[src/rtl/gcbp_match_sched_pkg.sv]
// Shared GCBP parameters: sub-image geometry, read FSM encoding, read tag and BRAM address helper.
// Pure declarations, no logic.
package gcbp_match_sched_pkg;

  localparam int C_SUBIMAGE_H     = 64;
  localparam int C_SLOT_LINE_BITS = 7;
  localparam int C_ADDR_BITS      = 9;
  localparam int C_LOC_BITS       = C_ADDR_BITS - C_SLOT_LINE_BITS;
  localparam int C_LINE_BITS      = $clog2(C_SUBIMAGE_H);

  localparam logic [C_LINE_BITS-1:0] C_LAST_LINE = C_LINE_BITS'(C_SUBIMAGE_H - 1);

  typedef enum logic [1:0] {
    S_IDLE    = 2'd0,
    S_RD_CURR = 2'd1,
    S_RD_PREV = 2'd2,
    S_DRAIN   = 2'd3
  } sched_state_t;

  typedef struct packed {
    logic                   rd_en;
    logic                   is_prev;
    logic [C_LINE_BITS-1:0] idx;
  } rd_tag_t;

  // Shared with the write-side decoder: a slot occupies one 2^C_SLOT_LINE_BITS address window.
  function automatic logic [C_ADDR_BITS-1:0] bram_addr(input logic [C_LOC_BITS-1:0]       loc,
                                                       input logic [C_SLOT_LINE_BITS-1:0] line);
    return {loc, line};
  endfunction

endpackage

[src/rtl/gcbp_match_sched_if.sv]
// Frame-done/slot inputs, match-engine ready, BRAM port-B read controls and tagged line outputs.
// master = scheduler side, slave = surrounding GCBP logic and matching engine.
interface gcbp_match_sched_if;
  import gcbp_match_sched_pkg::*;

  logic                   i_frame_done;
  logic [C_LOC_BITS-1:0]  i_curr_frame_loc;
  logic [C_LOC_BITS-1:0]  i_prev_frame_loc;
  logic                   i_match_ready;
  logic [C_ADDR_BITS-1:0] o_bram_rd_addr;
  logic                   o_bram_rd_en;
  logic                   o_line_valid;
  logic                   o_line_is_prev;
  logic [C_LINE_BITS-1:0] o_line_idx;
  logic                   o_busy;
  logic                   o_match_done;
  logic                   o_overrun;

  modport master (
    input  i_frame_done, i_curr_frame_loc, i_prev_frame_loc, i_match_ready,
    output o_bram_rd_addr, o_bram_rd_en, o_line_valid, o_line_is_prev, o_line_idx,
           o_busy, o_match_done, o_overrun
  );

  modport slave (
    output i_frame_done, i_curr_frame_loc, i_prev_frame_loc, i_match_ready,
    input  o_bram_rd_addr, o_bram_rd_en, o_line_valid, o_line_is_prev, o_line_idx,
           o_busy, o_match_done, o_overrun
  );

endinterface

[src/rtl/gcbp_match_sched_rd_tag_pipe.sv]
// Delays the read tag {rd_en, is_prev, idx} by one cycle to line up with 1-cycle BRAM read data.
// Latency 1; no backpressure, every issued read returns.
module gcbp_rd_tag_pipe
  import gcbp_match_sched_pkg::*;
(
  input  logic    i_clk,
  input  logic    i_resetn,
  input  rd_tag_t tag_d,
  output rd_tag_t tag_q
);

  always_ff @(posedge i_clk) begin
    if (!i_resetn) tag_q <= '0;
    else           tag_q <= tag_d;
  end

endmodule

[src/rtl/gcbp_match_sched.sv]
// Alternating curr/prev port-B reads, 64 lines per frame pass, tagged for the matching engine.
// Read data valid 1 cycle after issue; i_match_ready gates issue only, the in-flight read still returns.
module gcbp_match_sched
  import gcbp_match_sched_pkg::*;
(
  input  logic               i_clk,
  input  logic               i_resetn,
  gcbp_match_sched_if.master bus
);

  sched_state_t           state, state_nxt;
  logic                   r_have_prev;
  logic [C_LOC_BITS-1:0]  r_curr_loc;
  logic [C_LOC_BITS-1:0]  r_prev_loc;
  logic [C_LINE_BITS-1:0] r_line;
  logic                   r_match_done;
  logic                   r_overrun;

  logic                   rd_en;
  logic [C_ADDR_BITS-1:0] rd_addr;
  logic                   busy;
  logic                   last_line;
  rd_tag_t                tag_d;
  rd_tag_t                tag_q;

  assign last_line = (r_line == C_LAST_LINE);

  always_ff @(posedge i_clk) begin
    if (!i_resetn) state <= S_IDLE;
    else           state <= state_nxt;
  end

  always_comb begin
    state_nxt = state;
    case (state)
      S_IDLE:    if (bus.i_frame_done && r_have_prev) state_nxt = S_RD_CURR;
      S_RD_CURR: if (bus.i_match_ready) state_nxt = S_RD_PREV;
      S_RD_PREV: if (bus.i_match_ready) state_nxt = last_line ? S_DRAIN : S_RD_CURR;
      S_DRAIN:   state_nxt = S_IDLE;
      default:   state_nxt = S_IDLE;
    endcase
  end

  // The very first frame after reset has no predecessor to match against, so it only arms r_have_prev.
  always_ff @(posedge i_clk) begin
    if (!i_resetn) begin
      r_have_prev  <= 1'b0;
      r_curr_loc   <= '0;
      r_prev_loc   <= '0;
      r_line       <= '0;
      r_match_done <= 1'b0;
      r_overrun    <= 1'b0;
    end else begin
      r_match_done <= (state == S_DRAIN);
      if (bus.i_frame_done && (state != S_IDLE)) r_overrun <= 1'b1;
      case (state)
        S_IDLE: begin
          if (bus.i_frame_done) begin
            if (r_have_prev) begin
              r_curr_loc <= bus.i_curr_frame_loc;
              r_prev_loc <= bus.i_prev_frame_loc;
              r_line     <= '0;
            end else begin
              r_have_prev <= 1'b1;
            end
          end
        end
        S_RD_PREV: if (bus.i_match_ready && !last_line) r_line <= r_line + C_LINE_BITS'(1);
        default: ;
      endcase
    end
  end

  always_comb begin
    rd_en   = 1'b0;
    rd_addr = '0;
    tag_d   = '0;
    busy    = (state != S_IDLE);
    case (state)
      S_RD_CURR: begin
        rd_addr = bram_addr(r_curr_loc, C_SLOT_LINE_BITS'(r_line));
        rd_en   = bus.i_match_ready;
      end
      S_RD_PREV: begin
        rd_addr = bram_addr(r_prev_loc, C_SLOT_LINE_BITS'(r_line));
        rd_en   = bus.i_match_ready;
      end
      default: ;
    endcase
    tag_d.rd_en   = rd_en;
    tag_d.is_prev = rd_en && (state == S_RD_PREV);
    tag_d.idx     = rd_en ? r_line : '0;
  end

  gcbp_rd_tag_pipe u_tag_pipe (
    .i_clk    (i_clk),
    .i_resetn (i_resetn),
    .tag_d    (tag_d),
    .tag_q    (tag_q)
  );

  assign bus.o_bram_rd_addr = rd_addr;
  assign bus.o_bram_rd_en   = rd_en;
  assign bus.o_line_valid   = tag_q.rd_en;
  assign bus.o_line_is_prev = tag_q.is_prev;
  assign bus.o_line_idx     = tag_q.idx;
  assign bus.o_busy         = busy;
  assign bus.o_match_done   = r_match_done;
  assign bus.o_overrun      = r_overrun;

endmodule

[src/flat_wrapper.sv]
// flat-port wrapper written by rule: the top's interface ports become plain ports
module gcbp_match_sched_flat import gcbp_match_sched_pkg::*;
  (i_clk, i_resetn, bus_i_frame_done, bus_i_curr_frame_loc, bus_i_prev_frame_loc, bus_i_match_ready, bus_o_bram_rd_addr, bus_o_bram_rd_en, bus_o_line_valid, bus_o_line_is_prev, bus_o_line_idx, bus_o_busy, bus_o_match_done, bus_o_overrun);
  gcbp_match_sched_if bus_i ();
  input  logic i_clk;
  input  logic i_resetn;
  input wire logic [$bits(bus_i.i_frame_done)-1:0] bus_i_frame_done;
  input wire logic [$bits(bus_i.i_curr_frame_loc)-1:0] bus_i_curr_frame_loc;
  input wire logic [$bits(bus_i.i_prev_frame_loc)-1:0] bus_i_prev_frame_loc;
  input wire logic [$bits(bus_i.i_match_ready)-1:0] bus_i_match_ready;
  output wire logic [$bits(bus_i.o_bram_rd_addr)-1:0] bus_o_bram_rd_addr;
  output wire logic [$bits(bus_i.o_bram_rd_en)-1:0] bus_o_bram_rd_en;
  output wire logic [$bits(bus_i.o_line_valid)-1:0] bus_o_line_valid;
  output wire logic [$bits(bus_i.o_line_is_prev)-1:0] bus_o_line_is_prev;
  output wire logic [$bits(bus_i.o_line_idx)-1:0] bus_o_line_idx;
  output wire logic [$bits(bus_i.o_busy)-1:0] bus_o_busy;
  output wire logic [$bits(bus_i.o_match_done)-1:0] bus_o_match_done;
  output wire logic [$bits(bus_i.o_overrun)-1:0] bus_o_overrun;
  assign bus_i.i_frame_done = bus_i_frame_done;
  assign bus_i.i_curr_frame_loc = bus_i_curr_frame_loc;
  assign bus_i.i_prev_frame_loc = bus_i_prev_frame_loc;
  assign bus_i.i_match_ready = bus_i_match_ready;
  assign bus_o_bram_rd_addr = bus_i.o_bram_rd_addr;
  assign bus_o_bram_rd_en = bus_i.o_bram_rd_en;
  assign bus_o_line_valid = bus_i.o_line_valid;
  assign bus_o_line_is_prev = bus_i.o_line_is_prev;
  assign bus_o_line_idx = bus_i.o_line_idx;
  assign bus_o_busy = bus_i.o_busy;
  assign bus_o_match_done = bus_i.o_match_done;
  assign bus_o_overrun = bus_i.o_overrun;
  gcbp_match_sched u_core (.i_clk(i_clk), .i_resetn(i_resetn), .bus(bus_i));
endmodule
[config.mk]
export PLATFORM = sky130hd
export DESIGN_NAME = gcbp_match_sched_flat
export DESIGN_NICKNAME = d
export VERILOG_FILES = /design/src/rtl/gcbp_match_sched_pkg.sv /design/src/rtl/gcbp_match_sched_if.sv /design/src/rtl/gcbp_match_sched_rd_tag_pipe.sv /design/src/rtl/gcbp_match_sched.sv /design/src/flat_wrapper.sv
export SDC_FILE = /design/constraint.sdc
export NUM_CORES = 1
export LEC_CHECK = 0
export CAP_MARGIN = 20
export CORE_ASPECT_RATIO = 1.1
export CORE_MARGIN = 5
export CORE_UTILIZATION = 50
export DETAILED_ROUTE_END_ITERATION = 12
export PLACE_DENSITY = 0.85
export SYNTH_ARGS = -nofsm -noshare
export SYNTH_HDL_FRONTEND = slang
export SYNTH_SLANG_ARGS = --single-unit
[constraint.sdc]
create_clock -name i_clk -period 2.8 [get_ports i_clk]
set_clock_uncertainty 0.05 [all_clocks]
set_input_delay 0.56 -clock i_clk [delete_from_list [all_inputs] [get_ports i_clk]]
set_output_delay 0.56 -clock i_clk [all_outputs]
set_load 0.01 [all_outputs]
==> results by group, run 1 <==
Power
  • P_sw: 0.141 mW
  • Power share of the clock group: 0.262
  • Internal power: 0.429 mW
  • Logic gate share of total power: 0.142
  • Pwr Density: between 400 and 500 nW/um^2
  • Sw Share: 0.248
  • Worst vdd ir: 246 uV
  • Leak: 0.527 nW
  • Total Power: 0.571 mW
  • Seq pwr share: 0.596

Logic synthesis
  • Most used DFF post-synth: dfxtp_1
  • Yosys cell types: 33
  • Top-area cell type share of the netlist area: 0.437
  • Asr flop ratio synth: 0
  • Synthesized flop and latch total: 23
  • Mapped Cells: around 120
  • Top post-synthesis cells by area: dfxtp_1, and2_1, ha_1
  • Synth area leader: dfxtp_1
  • Post-synth EDFFs: 0
  • Syn_nets: 128
  • Register area share after synthesis: 0.437
  • Netlist Area Pre-Place: between 1000 and 1500 sq um
  • Syn_area_per_cell: just over 9 sq um
  • Synth warn: 0

Global routing
  • Global route overflow: 0
  • Initial antenna violation count: 0
  • First-pass GRT wire length: ~3500 um
  • Largest net degree at the start of global routing: 14
  • Vias in the first global route: 898
  • Total GRT Usage: 0.149

STA
  • # setup viols final: 0
  • Fin Setup TNS: 0 ns
  • Final worst slack: 0.147 ns
  • Tmin final: 2.65 ns
  • Final max-slew violation count: 0
  • Final period utilization: 0.948
  • Max Freq: 377 MHz
  • RSZ-0062 raised after global routing: false
  • Final Hold Viols: 0

Setup path
  • Critical Path RT: 2.19 ns
  • Critical path class: flip-flop to output pin
  • Worst path buffer plus inverter count: 2
  • CP peak stage delay: 0.54 ns
  • Critical Path Fanout Max: 6
  • Arr. time, crit path: 2.04 ns
  • Startpoint types: flip-flop
  • Critical path cell sequence: inv_1 -> ha_1 -> o21a_1 -> and2_1 -> clkdlybuf4s50_1
  • CP max-delay cell: clkdlybuf4s50_1
  • Crit path max-delay family: buffers and inverters
  • CP Capture Type: output pin

Die
  • # rows: 17
  • Core area: 2020 sq um
  • Die span in x: 53.8 um
  • I/O pin cnt: 29
  • Initial Util: 0.521
  • Area of the die: between 3000 and 4000 sq um
  • Die Height: 58.1 um

Routing
  • Final ANT Viol Nets: 0
  • Initial DRC Count: 12
  • Via count: 927
  • Wire length per cell: roughly 13 um
  • Final WL: 2160 um
  • Via/cell ratio: around 5.5
  • DRC Markers: 0
  • DRT Pass-1 Iters: 4

Placement
  • DP HPWL: 1650 um
  • GPL Wtd Cong: between 0.8 and 0.9
  • Port Buffers: 27
  • Pre-CTS setup slack: 0.408 ns
  • Placement Cell Area: between 1000 and 1500 sq um

Run
  • Max Cap Viol: 0

Finish
  • Final #Nets: 156
  • Area growth syn-to-layout: 30.3%
  • Fill cells: 187
  • Share of cells above drive strength 1: 0.0634
  • Design area: ~1400 sq um
  • Most common cell after layout, fill and taps aside: clkdlybuf4s50_1
  • N_diodes: 0
  • Most frequent cells in the layout: clkdlybuf4s50_1, dfxtp_1, and2_1, nor2_1, a21oi_1
  • Post-layout util: 0.679

Clock tree
  • Cts bufs inserted: 3
  • Clk_lat worst skew: between 0.3 and 0.4 ns
  • Clock slew at reported path FFs: 0.11 ns
  • CTS root buf: clkbuf_4
  • TritonCTS clock tree: yes
  • TritonCTS Sinks: 23
  • Setup bufs post-CTS: 0
  • H-tree Lvls: 1
  • Deepest clock path buffer count: 2

Outcome
  • Status: complete, no violations

Hold path
  • Hold Path Class: flip-flop to flip-flop
==> sequential cells by signal, summed over array words and instances, names as in the netlist <==
register and count:
u_core.r_curr_loc 2, u_core.r_have_prev 1, u_core.bus.o_match_done 1, u_core.r_prev_loc 2
u_core.u_tag_pipe.tag_q 8, u_core.state 2, u_core.r_line 6, u_core.bus.o_overrun 1
==> layout make-up <==
type / count / area (sq um) / area share
multi-input cells: 83 / 557 / 0.406
flip-flops and latches: 23 / 462 / 0.336
repair buffers: 28 / 278 / 0.202
well taps: 28 / 35.0 / 0.0255
clock buffers: 4 / 26.3 / 0.0191
inverters: 4 / 15.0 / 0.0109
==> worst min-delay path, stage by stage (launching register included) <==
cell and delay [ns]:
dfxtp_1 0.35, a21oi_1 0.04, nor2_1 0.07
==> synthesized netlist by cell type (3+ instances only) <==
| master | count |
|---|---|
| mux2i_1 | 4 |
| inv_1 | 4 |
| dfxtp_1 | 23 |
| o21ai_0 | 4 |
| clkbuf_1 | 3 |
| nand3_1 | 5 |
| and2_1 | 15 |
| nor2b_1 | 3 |
| nor2_1 | 8 |
| nand2_1 | 5 |
| nand4_1 | 3 |
| ha_1 | 5 |
| a21oi_1 | 7 |
| o31ai_1 | 3 |
==> timing repair <==
item / 4_1_cts / 5_1_grt
gates resized for setup: 0 / 2
endpoints found under the setup margin: 0 / 6
hold buffers: 0 / 0
==> power groups by stage <==
stage | registers [mW] | logic [mW] | clock network (mW)
after floorplan | 0.347 | 0.0515 | 0
after global placement | 0.347 | 0.0781 | 0
after detailed placement | 0.347 | 0.0800 | 0
after CTS | 0.340 | 0.0808 | 0.154
after global routing | 0.341 | 0.0892 | 0.172
final | 0.340 | 0.0811 | 0.150
==> logic make-up after synthesis <==
group	after synthesis	synth area share
buffers and inverters	9	0.0368
multiplexers	4	0.0380
flip-flops	23	0.437
AO/OA/AOI/OAI	26	0.181
adder cells (fa/ha/maj)	5	0.0594
AND/OR/NAND/NOR	47	0.245
other	1	0.00356
==> worst paths after layout <==
kind,end,cells after the start,slack (ns),from
min,u_core.bus.o_overrun,2,0.44,u_core.bus.o_overrun
max reg2reg,u_core.r_line[5],6,1.05,u_core.state[1]
min reg2reg,u_core.bus.o_overrun,2,0.44,u_core.bus.o_overrun
max,bus_o_bram_rd_addr[0],5,0.15,u_core.state[1]
==> metal layers <==
layer / up-vias / GRT usage / part of all wire
li1: 453 / - / -
met1: 419 / 0.169 / 0.42
met2: 50 / 0.247 / 0.47
met3: 5 / 0.0283 / 0.087
met4: 0 / 0.0949 / 0.018
met5: - / 0 / 0
==> through the flow <==
step | cells | hold slack (ns)
after floorplan | 115 | 0.414
after global placement | 166 | 0.402
after detailed placement | 166 | 0.410
after CTS | 170 | 0.445
after global routing | 170 | 0.491
final | 170 | 0.438
Note: power is estimated with default switching activity, not from simulation.
==> run 2, diff against run 1 <==
--- a/config.mk
+++ b/config.mk
@@ -10,7 +10,9 @@
 export CORE_MARGIN = 5
 export CORE_UTILIZATION = 50
 export DETAILED_ROUTE_END_ITERATION = 12
+export GPL_TIMING_DRIVEN = 0
 export PLACE_DENSITY = 0.85
+export SETUP_SLACK_MARGIN = 0.15
 export SYNTH_ARGS = -nofsm -noshare
 export SYNTH_HDL_FRONTEND = slang
 export SYNTH_SLANG_ARGS = --single-unit
==> run 2 against run 1 <==
  * Sequential share of layout area down 0.66 points
  * Via count up 2.3%
  * Worst hold slack better by 0.0032 ns
  * Clock power down 3%
  * Final area up 2.8%
  * Utilization up 1.9 points
  * Routed wire length up 5.3%
  * Largest cell class unchanged
  * Power about the same
  * Final cell count up 2.4%
==> results by group, run 2 (synthesis gave the netlist of run 1 again) <==
Clock tree
  • TritonCTS Sinks: 23
  • # hold bufs at CTS: 0
  • CTS root buf: clkbuf_4
  • Deepest clock path buffer count: 2
  • Clock slew at reported path FFs: roughly 0.11 ns
  • Setup bufs post-CTS: 0
  • TritonCTS clock tree: yes
  • Cts bufs inserted: 3
  • Clk_lat worst skew: about 0.30 ns
  • H-tree Lvls: 1

Setup path
  • Crit path max-delay family: buffers and inverters
  • Critical Path Fanout Max: 8
  • CP max-delay cell: clkdlybuf4s50_1
  • CP Capture Type: output pin
  • Reg-to-reg startpoint: u_core.state[0]
  • Reg2reg setup slack: 1.07 ns
  • Worst path buffer plus inverter count: 3
  • CP peak stage delay: 0.48 ns
  • Critical path cell sequence: inv_1 -> ha_1 -> buf_4 -> o21a_2 -> and2_1 -> clkdlybuf4s50_1
  • Arr. time, crit path: 2.01 ns
  • R2R cell count: 6
  • Startpoint types: flip-flop
  • Critical Path RT: 2.19 ns
  • RR Endpoint: u_core.r_line[5]
  • Critical path class: flip-flop to output pin

Routing
  • DRT Pass-1 Iters: 4
  • DRC Markers: 0
  • Wire length per cell: 13.1 um
  • Final WL: 2270 um
  • Via count: 948
  • Final ANT Viol Nets: 0
  • Initial DRC Count: 16
  • Via/cell ratio: 5.45

Power
  • Sw Share: 0.244
  • Pwr Density: just over 400 nW/um^2
  • Worst vdd ir: 307 uV
  • Internal power: 0.431 mW
  • Seq pwr share: 0.595
  • P_sw: 0.139 mW
  • Leak: between 0.6 and 0.7 nW
  • Total Power: 0.570 mW
  • Power share of the clock group: 0.257
  • Logic gate share of total power: 0.148

Hold path
  • WHS Endpoint: u_core.bus.o_overrun
  • Min-delay src: u_core.bus.o_overrun
  • Hold Path Class: flip-flop to flip-flop
  • WHS Path Cells: 2

STA
  • Tmin final: 2.62 ns
  • Final Hold Viols: 0
  • Max Freq: about 380 MHz
  • Final period utilization: 0.935
  • Fin Setup TNS: 0 ns
  • Fin Hold WS: 0.441 ns
  • RSZ-0062 raised after global routing: true
  • Final max-slew violation count: 0
  • # setup viols final: 0

Placement
  • Port Buffers: 27
  • GPL Wtd Cong: ~0.89
  • DP HPWL: 1750 um
  • Placement Cell Area: 1360 sq um

Die
  • # rows: 17
  • Initial Util: 0.521
  • Die Height: 58.1 um
  • Area of the die: 3130 sq um
  • Core area: 2020 sq um
  • Die span in x: 53.8 um
  • I/O pin cnt: 29

Global routing
  • Largest net degree at the start of global routing: 13
  • First-pass GRT wire length: 3730 um
  • Vias in the first global route: about 910
  • Initial antenna violation count: 0
  • Global route overflow: 0
  • Total GRT Usage: 0.161

Finish
  • Post-layout util: 0.698
  • Largest registers: u_core.u_tag_pipe.tag_q (8), u_core.r_line (6)
  • Design area: between 1000 and 1500 sq um
  • Area growth syn-to-layout: 34.0%
  • N_diodes: 0
  • Most frequent cells in the layout: clkdlybuf4s50_1, dfxtp_1, and2_1, nor2_1, a21oi_1
  • Final #Nets: 160
  • Share of cells above drive strength 1: 0.0822
  • Fill cells: 161
  • Number of flip-flops in the largest register: 8
  • Top reg by flops: u_core.u_tag_pipe.tag_q
  • Most common cell after layout, fill and taps aside: clkdlybuf4s50_1

Run
  • Max Cap Viol: 0

Outcome
  • Status: complete, no violations
==> run 2: timing repair <==
action / 4_1_cts / 5_1_grt
endpoints found under the setup margin: 8 / 8
resized for setup: 6 / 5
pin swaps: 0 / 0
==> run 2: power by group through the flow <==
stage / Combinational [mW] / Clock, mW / Sequential, mW
finish: 0.0844 / 0.146 / 0.339
global route: 0.0910 / 0.168 / 0.341
CTS: 0.0837 / 0.152 / 0.340
detailed placement: 0.0820 / 0 / 0.347
global placement: 0.0800 / 0 / 0.347
floorplan: 0.0515 / 0 / 0.347
==> run 2: area by class of cell <==
class	instances	area (sq um)	share of cell area
multi-input combinational	83	556	0.394
sequential	23	465	0.330
timing repair buffer	27	278	0.197
buffer	5	36.3	0.0257
tap	28	35.0	0.0248
clock buffer	4	26.3	0.0186
inverter	4	15.0	0.0106
==> run 2: worst max path at each step <==
stage               slack (ns)       startpoint                     to  cells past startpoint
floorplan                 0.91  u_core.state[0]  bus_o_bram_rd_addr[7]                      6
global placement          0.28  u_core.state[0]  bus_o_bram_rd_addr[7]                      7
detailed placement        0.26  u_core.state[0]  bus_o_bram_rd_addr[8]                      7
CTS                       0.14  u_core.state[0]  bus_o_bram_rd_addr[0]                      5
global route              0.07  u_core.state[1]  bus_o_bram_rd_addr[0]                      5
finish                    0.18  u_core.state[0]  bus_o_bram_rd_addr[0]                      6
==> run 2: metrics by stage <==
stage,setup WS (ns),cells
after global placement,0.280,170
final,0.183,174
after detailed placement,0.259,170
after global routing,0.0662,174
after CTS,0.145,174
after floorplan,0.910,115
==> run 2: per-layer routing <==
metal  part of all wire  global-route usage
met5                  0                   0
met4              0.022              0.0803
met3              0.081              0.0334
met2               0.52               0.292
met1               0.38               0.167
==> run 2: tightest hold or removal path, cell delays in order (launching register included) <==
cell and delay (ns):
dfxtp_1 0.35, a21oi_1 0.04, nor2_1 0.07
